===== config.mk =====
export PLATFORM = sky130hd
export DESIGN_NAME = decp_param
export DESIGN_NICKNAME = d
export VERILOG_FILES = /design/src/rtl/decp_param.sv
export SDC_FILE = /design/constraint.sdc
export NUM_CORES = 1
export LEC_CHECK = 0
export ABC_AREA = 1
export CELL_PAD_IN_SITES_DETAIL_PLACEMENT = 2
export CELL_PAD_IN_SITES_GLOBAL_PLACEMENT = 2
export CORE_MARGIN = 2
export CORE_UTILIZATION = 33
export CTS_BUF_LIST = sky130_fd_sc_hd__clkbuf_8
export DETAILED_ROUTE_END_ITERATION = 8
export HOLD_SLACK_MARGIN = 0.1
export PLACE_DENSITY_LB_ADDON = 0.1
export SETUP_SLACK_MARGIN = 0.1
export SYNTH_ARGS = -nofsm -noshare
export SYNTH_HDL_FRONTEND = slang
export SYNTH_SLANG_ARGS = --single-unit

===== constraint.sdc =====
create_clock -name clk -period 3.6 [get_ports clk]
set_input_delay 0.72 -clock clk [delete_from_list [all_inputs] [get_ports clk]]
set_output_delay 0.72 -clock clk [all_outputs]
set_load 0.02 [all_outputs]

===== src/rtl/decp_param.sv =====
// ---------------------------------------------------------------------------
// decp_param -- cyclic-prefix remover for a framed OFDM sample stream.
//
// A frame is NSYM symbols. Each symbol is a cyclic prefix of cp_len samples
// followed by NFFT useful samples. The prefix samples are dropped. The useful
// samples are forwarded with symbol start/end markers and the symbol index.
// All outputs are registered, so there is exactly one cycle of latency.
//
// Ports
//   clk              in   single clock, rising edge
//   rst              in   asynchronous active-low reset
//   di_re, di_im     in   [DW-1:0]  input I/Q sample
//   di_vld           in   input sample valid
//   di_sof           in   start of frame (first CP sample of symbol 0),
//                         qualified by di_vld
//   cp_len           in   [CPW-1:0] CP length, sampled only on a qualified di_sof
//   do_re, do_im     out  [DW-1:0]  CP-stripped sample, held while do_vld=0
//   do_vld           out  output valid
//   do_sos, do_eos   out  first / last useful sample of a symbol
//   do_sym           out  [SW-1:0]  symbol index of the current output sample
//   err_cp           out  one-cycle pulse: cp_len above NCP_MAX, clamped
//   err_resync       out  one-cycle pulse: di_sof arrived in the middle of a frame
// ---------------------------------------------------------------------------
module decp_param #(
  parameter int  DW      = 12,
  parameter int  NFFT    = 512,
  parameter int  NCP_MAX = 32,
  parameter int  NSYM    = 7,
  localparam int CPW     = $clog2(NCP_MAX + 1),
  localparam int SW      = $clog2(NSYM),
  localparam int NW      = $clog2(NFFT)
) (
  input  logic          clk,
  input  logic          rst,
  input  logic [DW-1:0] di_re,
  input  logic [DW-1:0] di_im,
  input  logic          di_vld,
  input  logic          di_sof,
  input  logic [CPW-1:0] cp_len,
  output logic [DW-1:0] do_re,
  output logic [DW-1:0] do_im,
  output logic          do_vld,
  output logic          do_sos,
  output logic          do_eos,
  output logic [SW-1:0] do_sym,
  output logic          err_cp,
  output logic          err_resync
);

  // The sample counter has to cover both the CP and the useful part.
  localparam int CNTW = (CPW > NW) ? CPW : NW;

  localparam logic [CNTW-1:0] LAST_SAMP = CNTW'(NFFT - 1);
  localparam logic [CPW-1:0]  CP_MAX    = CPW'(NCP_MAX);
  localparam logic [SW-1:0]   LAST_SYM  = SW'(NSYM - 1);

  typedef enum logic [1:0] {
    S_IDLE = 2'd0,
    S_CP   = 2'd1,
    S_DATA = 2'd2
  } state_t;

  state_t          r_state;
  state_t          w_state_nxt;
  logic [CNTW-1:0] r_samp_cnt;
  logic [CNTW-1:0] w_samp_nxt;
  logic [CNTW-1:0] w_samp_inc;
  logic [SW-1:0]   r_sym_cnt;
  logic [SW-1:0]   w_sym_nxt;
  logic [CPW-1:0]  r_cp_reg;
  logic [CPW-1:0]  w_cp_nxt;
  logic [CPW-1:0]  w_cp_clamp;
  logic            w_fwd;
  logic            w_sos;
  logic            w_eos;
  logic [SW-1:0]   w_sym_out;
  logic            w_err_cp;
  logic            w_err_rs;

  logic [DW-1:0]   r_do_re;
  logic [DW-1:0]   r_do_im;
  logic            r_do_vld;
  logic            r_do_sos;
  logic            r_do_eos;
  logic [SW-1:0]   r_do_sym;
  logic            r_err_cp;
  logic            r_err_rs;

  // FSM state register.
  always_ff @(posedge clk or negedge rst) begin
    if (!rst) begin
      r_state <= S_IDLE;
    end else begin
      r_state <= w_state_nxt;
    end
  end

  // Next-state, counter and output-decode logic.
  always_comb begin
    w_state_nxt = r_state;
    w_samp_nxt  = r_samp_cnt;
    w_sym_nxt   = r_sym_cnt;
    w_cp_nxt    = r_cp_reg;
    w_fwd       = 1'b0;
    w_sos       = 1'b0;
    w_eos       = 1'b0;
    w_sym_out   = r_sym_cnt;
    w_err_cp    = 1'b0;
    w_err_rs    = 1'b0;
    w_samp_inc  = r_samp_cnt + CNTW'(1);
    w_cp_clamp  = (cp_len > CP_MAX) ? CP_MAX : cp_len;

    if (di_vld && di_sof) begin
      // A start of frame restarts everything, even in the middle of a frame.
      // The sof sample itself is CP sample 0 (or useful sample 0 when cp=0).
      w_cp_nxt  = w_cp_clamp;
      w_sym_nxt = '0;
      w_err_cp  = (cp_len > CP_MAX);
      w_err_rs  = (r_state != S_IDLE);
      if (w_cp_clamp == '0) begin
        w_state_nxt = S_DATA;
        w_samp_nxt  = CNTW'(1);
        w_fwd       = 1'b1;
        w_sos       = 1'b1;
        w_eos       = (LAST_SAMP == '0);
        w_sym_out   = '0;
      end else if (w_cp_clamp == CPW'(1)) begin
        w_state_nxt = S_DATA;
        w_samp_nxt  = '0;
      end else begin
        w_state_nxt = S_CP;
        w_samp_nxt  = CNTW'(1);
      end
    end else if (di_vld) begin
      case (r_state)
        S_IDLE: begin
          w_state_nxt = S_IDLE;
        end
        S_CP: begin
          // samp_cnt holds the number of CP samples already dropped.
          if (w_samp_inc == CNTW'(r_cp_reg)) begin
            w_state_nxt = S_DATA;
            w_samp_nxt  = '0;
          end else begin
            w_samp_nxt  = w_samp_inc;
          end
        end
        S_DATA: begin
          w_fwd = 1'b1;
          w_sos = (r_samp_cnt == '0);
          if (r_samp_cnt == LAST_SAMP) begin
            w_eos      = 1'b1;
            w_samp_nxt = '0;
            if (r_sym_cnt == LAST_SYM) begin
              w_state_nxt = S_IDLE;
              w_sym_nxt   = '0;
            end else begin
              w_sym_nxt   = r_sym_cnt + SW'(1);
              w_state_nxt = (r_cp_reg == '0) ? S_DATA : S_CP;
            end
          end else begin
            w_samp_nxt = w_samp_inc;
          end
        end
        default: begin
          w_state_nxt = S_IDLE;
          w_samp_nxt  = '0;
          w_sym_nxt   = '0;
        end
      endcase
    end else begin
      // Input gap: every counter and the state simply hold.
      w_state_nxt = r_state;
    end
  end

  // Counters, CP register and registered outputs.
  always_ff @(posedge clk or negedge rst) begin
    if (!rst) begin
      r_samp_cnt <= '0;
      r_sym_cnt  <= '0;
      r_cp_reg   <= '0;
      r_do_re    <= '0;
      r_do_im    <= '0;
      r_do_vld   <= 1'b0;
      r_do_sos   <= 1'b0;
      r_do_eos   <= 1'b0;
      r_do_sym   <= '0;
      r_err_cp   <= 1'b0;
      r_err_rs   <= 1'b0;
    end else begin
      r_samp_cnt <= w_samp_nxt;
      r_sym_cnt  <= w_sym_nxt;
      r_cp_reg   <= w_cp_nxt;
      r_do_vld   <= w_fwd;
      r_do_sos   <= w_sos;
      r_do_eos   <= w_eos;
      r_err_cp   <= w_err_cp;
      r_err_rs   <= w_err_rs;
      // Data and symbol index hold their last value across gaps.
      if (w_fwd) begin
        r_do_re  <= di_re;
        r_do_im  <= di_im;
        r_do_sym <= w_sym_out;
      end
    end
  end

  assign do_re      = r_do_re;
  assign do_im      = r_do_im;
  assign do_vld     = r_do_vld;
  assign do_sos     = r_do_sos;
  assign do_eos     = r_do_eos;
  assign do_sym     = r_do_sym;
  assign err_cp     = r_err_cp;
  assign err_resync = r_err_rs;

endmodule


### Yosys cells after proc, flatten, opt, wreduce, memory -nomap -nowiden

Index checks and enable logic that the tools add are counted.

| storage, ports and cells | value |
|---|---|
| register bits after elaboration | 52 |
| logic and storage cells | 73 |

| cells by class | value |
|---|---|
| $add $sub $neg | 2 |
| $lt $le $gt $ge | 1 |
| equality and inequality tests | 10 |
| mux-type cells | 37 |
| reduce and logical (&&, ||, !) cells | 11 |

Operators with widths:

| operator | number |
|---|---|
| $mux W9 | 4 |
| $pmux W9 S3 | 1 |
| $mux W3 | 6 |
| $mux W2 | 8 |
| $mux W1 | 15 |
| $logic_not A6 Y1 | 2 |
| $add A9 B1 Y9 const B | 1 |
| $eq A9 B6 Y1 | 1 |
| $eq A9 B9 Y1 const B | 1 |
| $logic_not A9 Y1 | 1 |
| $eq A6 B1 Y1 const B | 1 |
| $gt A6 B6 Y1 const B | 1 |
| $mux W6 | 1 |
| $ne A3 B3 Y1 const B | 2 |
| $pmux W3 S2 | 1 |
| $reduce_and A3 Y1 | 2 |
| $pmux W2 S2 | 1 |
| $reduce_bool A2 Y1 | 2 |
| $add A3 B1 Y3 const B | 1 |
| $eq A3 B3 Y1 const B | 1 |
| $eq A2 B1 Y1 const B | 1 |
| $eq A2 B2 Y1 const B | 1 |
| $logic_not A2 Y1 | 1 |
| $ne A2 B1 Y1 const B | 1 |
| 4 further kinds | 4 |

### Logic depth before layout (Yosys ltp)

| depth | value |
|---|---|
| word-level depth | 7 |
| gate-level depth with buffers | 17 |

### Worst setup path after synthesis

Ideal clock, no wire load.

| timing path | value |
|---|---|
| path type | register -> register |
| start | register r_samp_cnt[0] |
| end | register r_samp_cnt[1] |
| setup time | 0.117 ns |
| arrival time | 2.057 ns |
| path slack | 1.425 ns |
| stages on the path, launching flop included | 18 |
| path buffers | 0 |
| cells stage by stage | dfrtp_1 -> ha_1 -> nand2_2 -> nor2_2 -> nand2_1 -> nor3_1 -> ha_1 -> nand3b_1 -> nor2_1 -> nand2_1 -> inv_1 -> nand2_1 -> nor2_2 -> nand2_2 -> nand2_1 -> o21ai_2 -> nand3_1 -> nand2_1 |

| on the way | value |
|---|---|
| word-level cells in the longest chain between the ends | 6 |

RTL lines:

| element | RTL line | RTL |
|---|---|---|
| start, declared | 65 | `logic [CNTW-1:0] r_samp_cnt;` |
| start signal, assigned | 192 | `r_samp_cnt <= w_samp_nxt;` |
| $add A9 B1 Y9 | 110 | `w_samp_inc = r_samp_cnt + CNTW'(1);` |
| $eq A9 B6 Y1 | 141 | `if (w_samp_inc == CNTW'(r_cp_reg)) begin` |
| $mux W9 | 141 |  |
| $pmux W9 S3 * | 135 | `case (r_state)` |
| $mux W9 * | 134 | `end else if (di_vld) begin` |
| $mux W9 * | 113 | `if (di_vld && di_sof) begin` |

Every way passes the cells marked *; elsewhere a longest branch is shown, timed or not. The select of a mux whose other input is x is not followed.
A chain may end at the register's enable or synchronous reset.

### Worst setup path after layout

| timing path | value |
|---|---|
| start | register r_samp_cnt[0] |
| end | register r_samp_cnt[7] |

The elaborated chain is that of the path after synthesis.

==> impl_metrics.csv <==
group,metric,value,unit
status,status,"finished, final reports clean",
timing,tns,0,ps
clocking,htree_num_levels,2,
worst_setup_path,r2r_cells,17,
timing,hold_viol_final,0,
worst_setup_path,reg2reg_slack,690,ps
clocking,cts_resized,0,
placement,hpwl,6.134,mm
die,io_pins,66,
synth,ys_seq_area_share,50.36,%
power,p_seq_share,38.3,%
synth,ys_types,32,
worst_setup_path,slowest_stage,"dfrtp_1",
timing,relSlewSlack,51.71,%
power,power.density,665.1,nW/um2
die,die_w,92.49,um
worst_setup_path,worstSetupStartpointType,"register",
drt,viasPerCell,4.912,
die,start_util,33.79,%
timing,rsz0062_at_grt,"no",
synth,avgSynthCellArea,9.499,um2
finish,diodes,0,
worst_setup_path,worst-path-buf-inv,1,
worst_setup_path,cp_cell_sequence,"ha_1 -> nand2_2 -> nor2_2 -> nand2_1 -> nor3_1 -> ha_1 -> nand3b_1 -> nor2_1 -> nand2_1 -> inv_1 -> nand2_1 -> nor2_2 -> nand2_2 -> nand2_1 -> o21ai_2 -> nand3_1 -> nand2_1",
finish,drive_above_1_share,14.62,%
drt,route.vias.total,2181,
synth,async_reset_ff_share,100.0,%
timing,fin_crit_sh,80.85,%
clocking,cts_inserted_buffers,5,
worst_setup_path,crit_type,"reg2reg",
clocking,cts_buffer_depth,2,
drt,drt-total-wl,7.790,mm
synth,synth_fp_nets,312,
synth,ys_ff_latch,52,
timing,finalSetupViolCount,0,
finish,area_growth,32.59,%
clocking,post_cts_buffers,0,
finish,layout_commonest_cell,"clkdlybuf4s50_1",
grt,grt.total_usage,19.31,%
grt,grt_pass1_vias,2445,
grt,antenna_found_initial,0,
worst_setup_path,worstSetupEndpointType,"register",
worst_setup_path,r2r-end,"r_samp_cnt[7]$_DFFE_PN0P_",
drt,drt-initial-drc-count,55,
flow_run,cap_violations,0,
worst_setup_path,cpPeakStageDelay,540,ps
worst_setup_path,cp_common_cell,"nand2_1",
drt,drcViolationCount,0,
synth,ys.flop_type,"dfrtp_1",
die,die_y,92.49,um
timing,worst_pin_slew,724.3,ps
worst_setup_path,crit_family,"simple AND/OR/NAND/NOR gates",
drt,antenna_left,0,
power,clkPwrFrac,15.8,%
synth,netlist_instances,272,
timing,max_freq,0.3436,GHz
clocking,clock_latency,320,ps
power,swShare,38.97,%
grt,grt_overflow,0,
clocking,cts.sinks,52,
power,p_comb_share,45.8,%
clocking,cts_tree,"done",
grt,met3_usage,2.522,%
finish,design_area,3426,um2
worst_setup_path,timing.rr.start,"r_samp_cnt[0]$_DFFE_PN0P_",
power,netSwitchingPower,887.8,uW
worst_setup_path,cp.arrival,3120,ps
timing,report.final.slew_viol_count,0,
worst_setup_path,worstPathMaxFanout,7,
grt,grt.busiest_layer,"met2",
clocking,clk_pin_slew,110,ps
placement,dpl-instance-area,3332,um2
min_path,hold_path_class,"in2async",
power,ir_drop,0.2924,mV
grt,met1_usage,23.23,%
clocking,cts_hold_buffers,0,
clocking,cts_root_buf,"clkbuf_8",
grt,grt_use_met2,36.13,%
power,intPower,1.391,mW
timing,fin_crit,2911,ps
synth,yosysWarningCount,0,
worst_setup_path,crit_required,3810,ps
timing,fin_skew,10.37,ps
power,power.leakage,1.571,nW
finish,layout_common_cells,"64 x clkdlybuf4s50_1, 55 x nand2_1, 52 x dfrtp_1",
die,num_rows,32,
die,dieArea,8553,um2
grt,grt_pass1_wl,12.70,mm
synth,syn_area,2584,um2
grt,grt_max_degree,30,
synth,synth_edf_count,0,
drt,firstDrtPassIters,4,
drt,wl_per_cell,17.55,um
placement,portBuffers,65,
placement,gp_congestion,0.8073,
die,core,7647,um2
finish,layout.nets,381,
through the flow:
step	hold WS (ps)	power [mW]	setup WS [ps]	util (%)	std cells
final	443.6	2.278	689.4	44.80	444
after global routing	490.8	2.431	450.4	44.80	444
after CTS	470.1	2.314	671.6	44.80	444
after detailed placement	496.0	1.944	678.0	43.57	436
after global placement	489.0	1.897	788.2	43.57	436
after floorplan	424.4	1.450	1425	-	272
layer usage:
| metal | up-vias | share of wire, % |
|---|---|---|
| met2 | 27 | 56 |
| met4 | 0 | 1.0 |
| met3 | 7 | 2.1 |
| li1 | 1036 | - |
| met5 | - | 0 |
| met1 | 1111 | 41 |
power groups by stage:
stage / Clock (mW) / Sequential (mW) / Combinational [mW]
2_1_floorplan: 0 / 1.04 / 0.409
3_3_place_gp: 0 / 0.876 / 1.02
3_5_place_dp: 0 / 0.887 / 1.06
4_1_cts: 0.375 / 0.875 / 1.06
5_1_grt: 0.393 / 0.899 / 1.14
6_report: 0.360 / 0.874 / 1.04
how the worst max path moves through the flow:
stage | startpoint | end | slack [ps] | cells past startpoint
floorplan | r_samp_cnt[0]$_DFFE_PN0P_ | r_samp_cnt[1]$_DFFE_PN0P_ | 1430 | 17
global placement | r_samp_cnt[0]$_DFFE_PN0P_ | r_samp_cnt[4]$_DFFE_PN0P_ | 790 | 17
detailed placement | cp_len[4] | do_im[7]$_DFFE_PN0P_ | 680 | 8
CTS | r_samp_cnt[0]$_DFFE_PN0P_ | r_samp_cnt[7]$_DFFE_PN0P_ | 670 | 17
global route | r_samp_cnt[0]$_DFFE_PN0P_ | r_samp_cnt[1]$_DFFE_PN0P_ | 450 | 17
finish | r_samp_cnt[0]$_DFFE_PN0P_ | r_samp_cnt[7]$_DFFE_PN0P_ | 690 | 17
Yosys cell counts (3+ instances only):
cell type  number  area (um2)
nand2_1        55       206.5
dfrtp_1        52        1301
inv_1          34       127.6
mux2_2         22       247.7
nand3_1        22       110.1
nor2_1         18       67.56
o21ai_0        11       55.05
a21oi_1         8       40.04
ha_1            6       75.07
nand4_1         5       31.28
o21ai_1         4       20.02
nand2_2         3       18.77
nand3_2         3       30.03
nor2_2          3       18.77
nor3_1          3       15.01
area by class of cell:
class                           instances  area (um2)
Clock buffer                            5       68.82
Inverter                               34       127.6
Multi-Input combinational cell        181        1115
Timing Repair Buffer                   67       660.6
Clock inverter                          3       25.02
Sequential cell                        52        1301
Fill cell                             843        4222
Tap cell                              102       127.6
worst register-to-register path: stages (launching register included):
cell      delay, ps
dfrtp_1         540
ha_1            270
nand2_2          90
nor2_2          170
nand2_1         100
nor3_1          300
ha_1            320
nand3b_1        160
nor2_1           90
nand2_1          50
inv_1            40
nand2_1          60
nor2_2          120
nand2_2         100
nand2_1          90
o21ai_2         130
nand3_1         110
nand2_1          60
logic make-up after synthesis:
logic type | synth area share, %
compound gates | 6.732
xor+xnor | 0.3390
fa+ha+maj | 2.905
buf+inv | 6.489
flops | 50.36
mux | 10.75
simple gates | 22.42
Note: power is estimated with default switching activity, not from simulation.
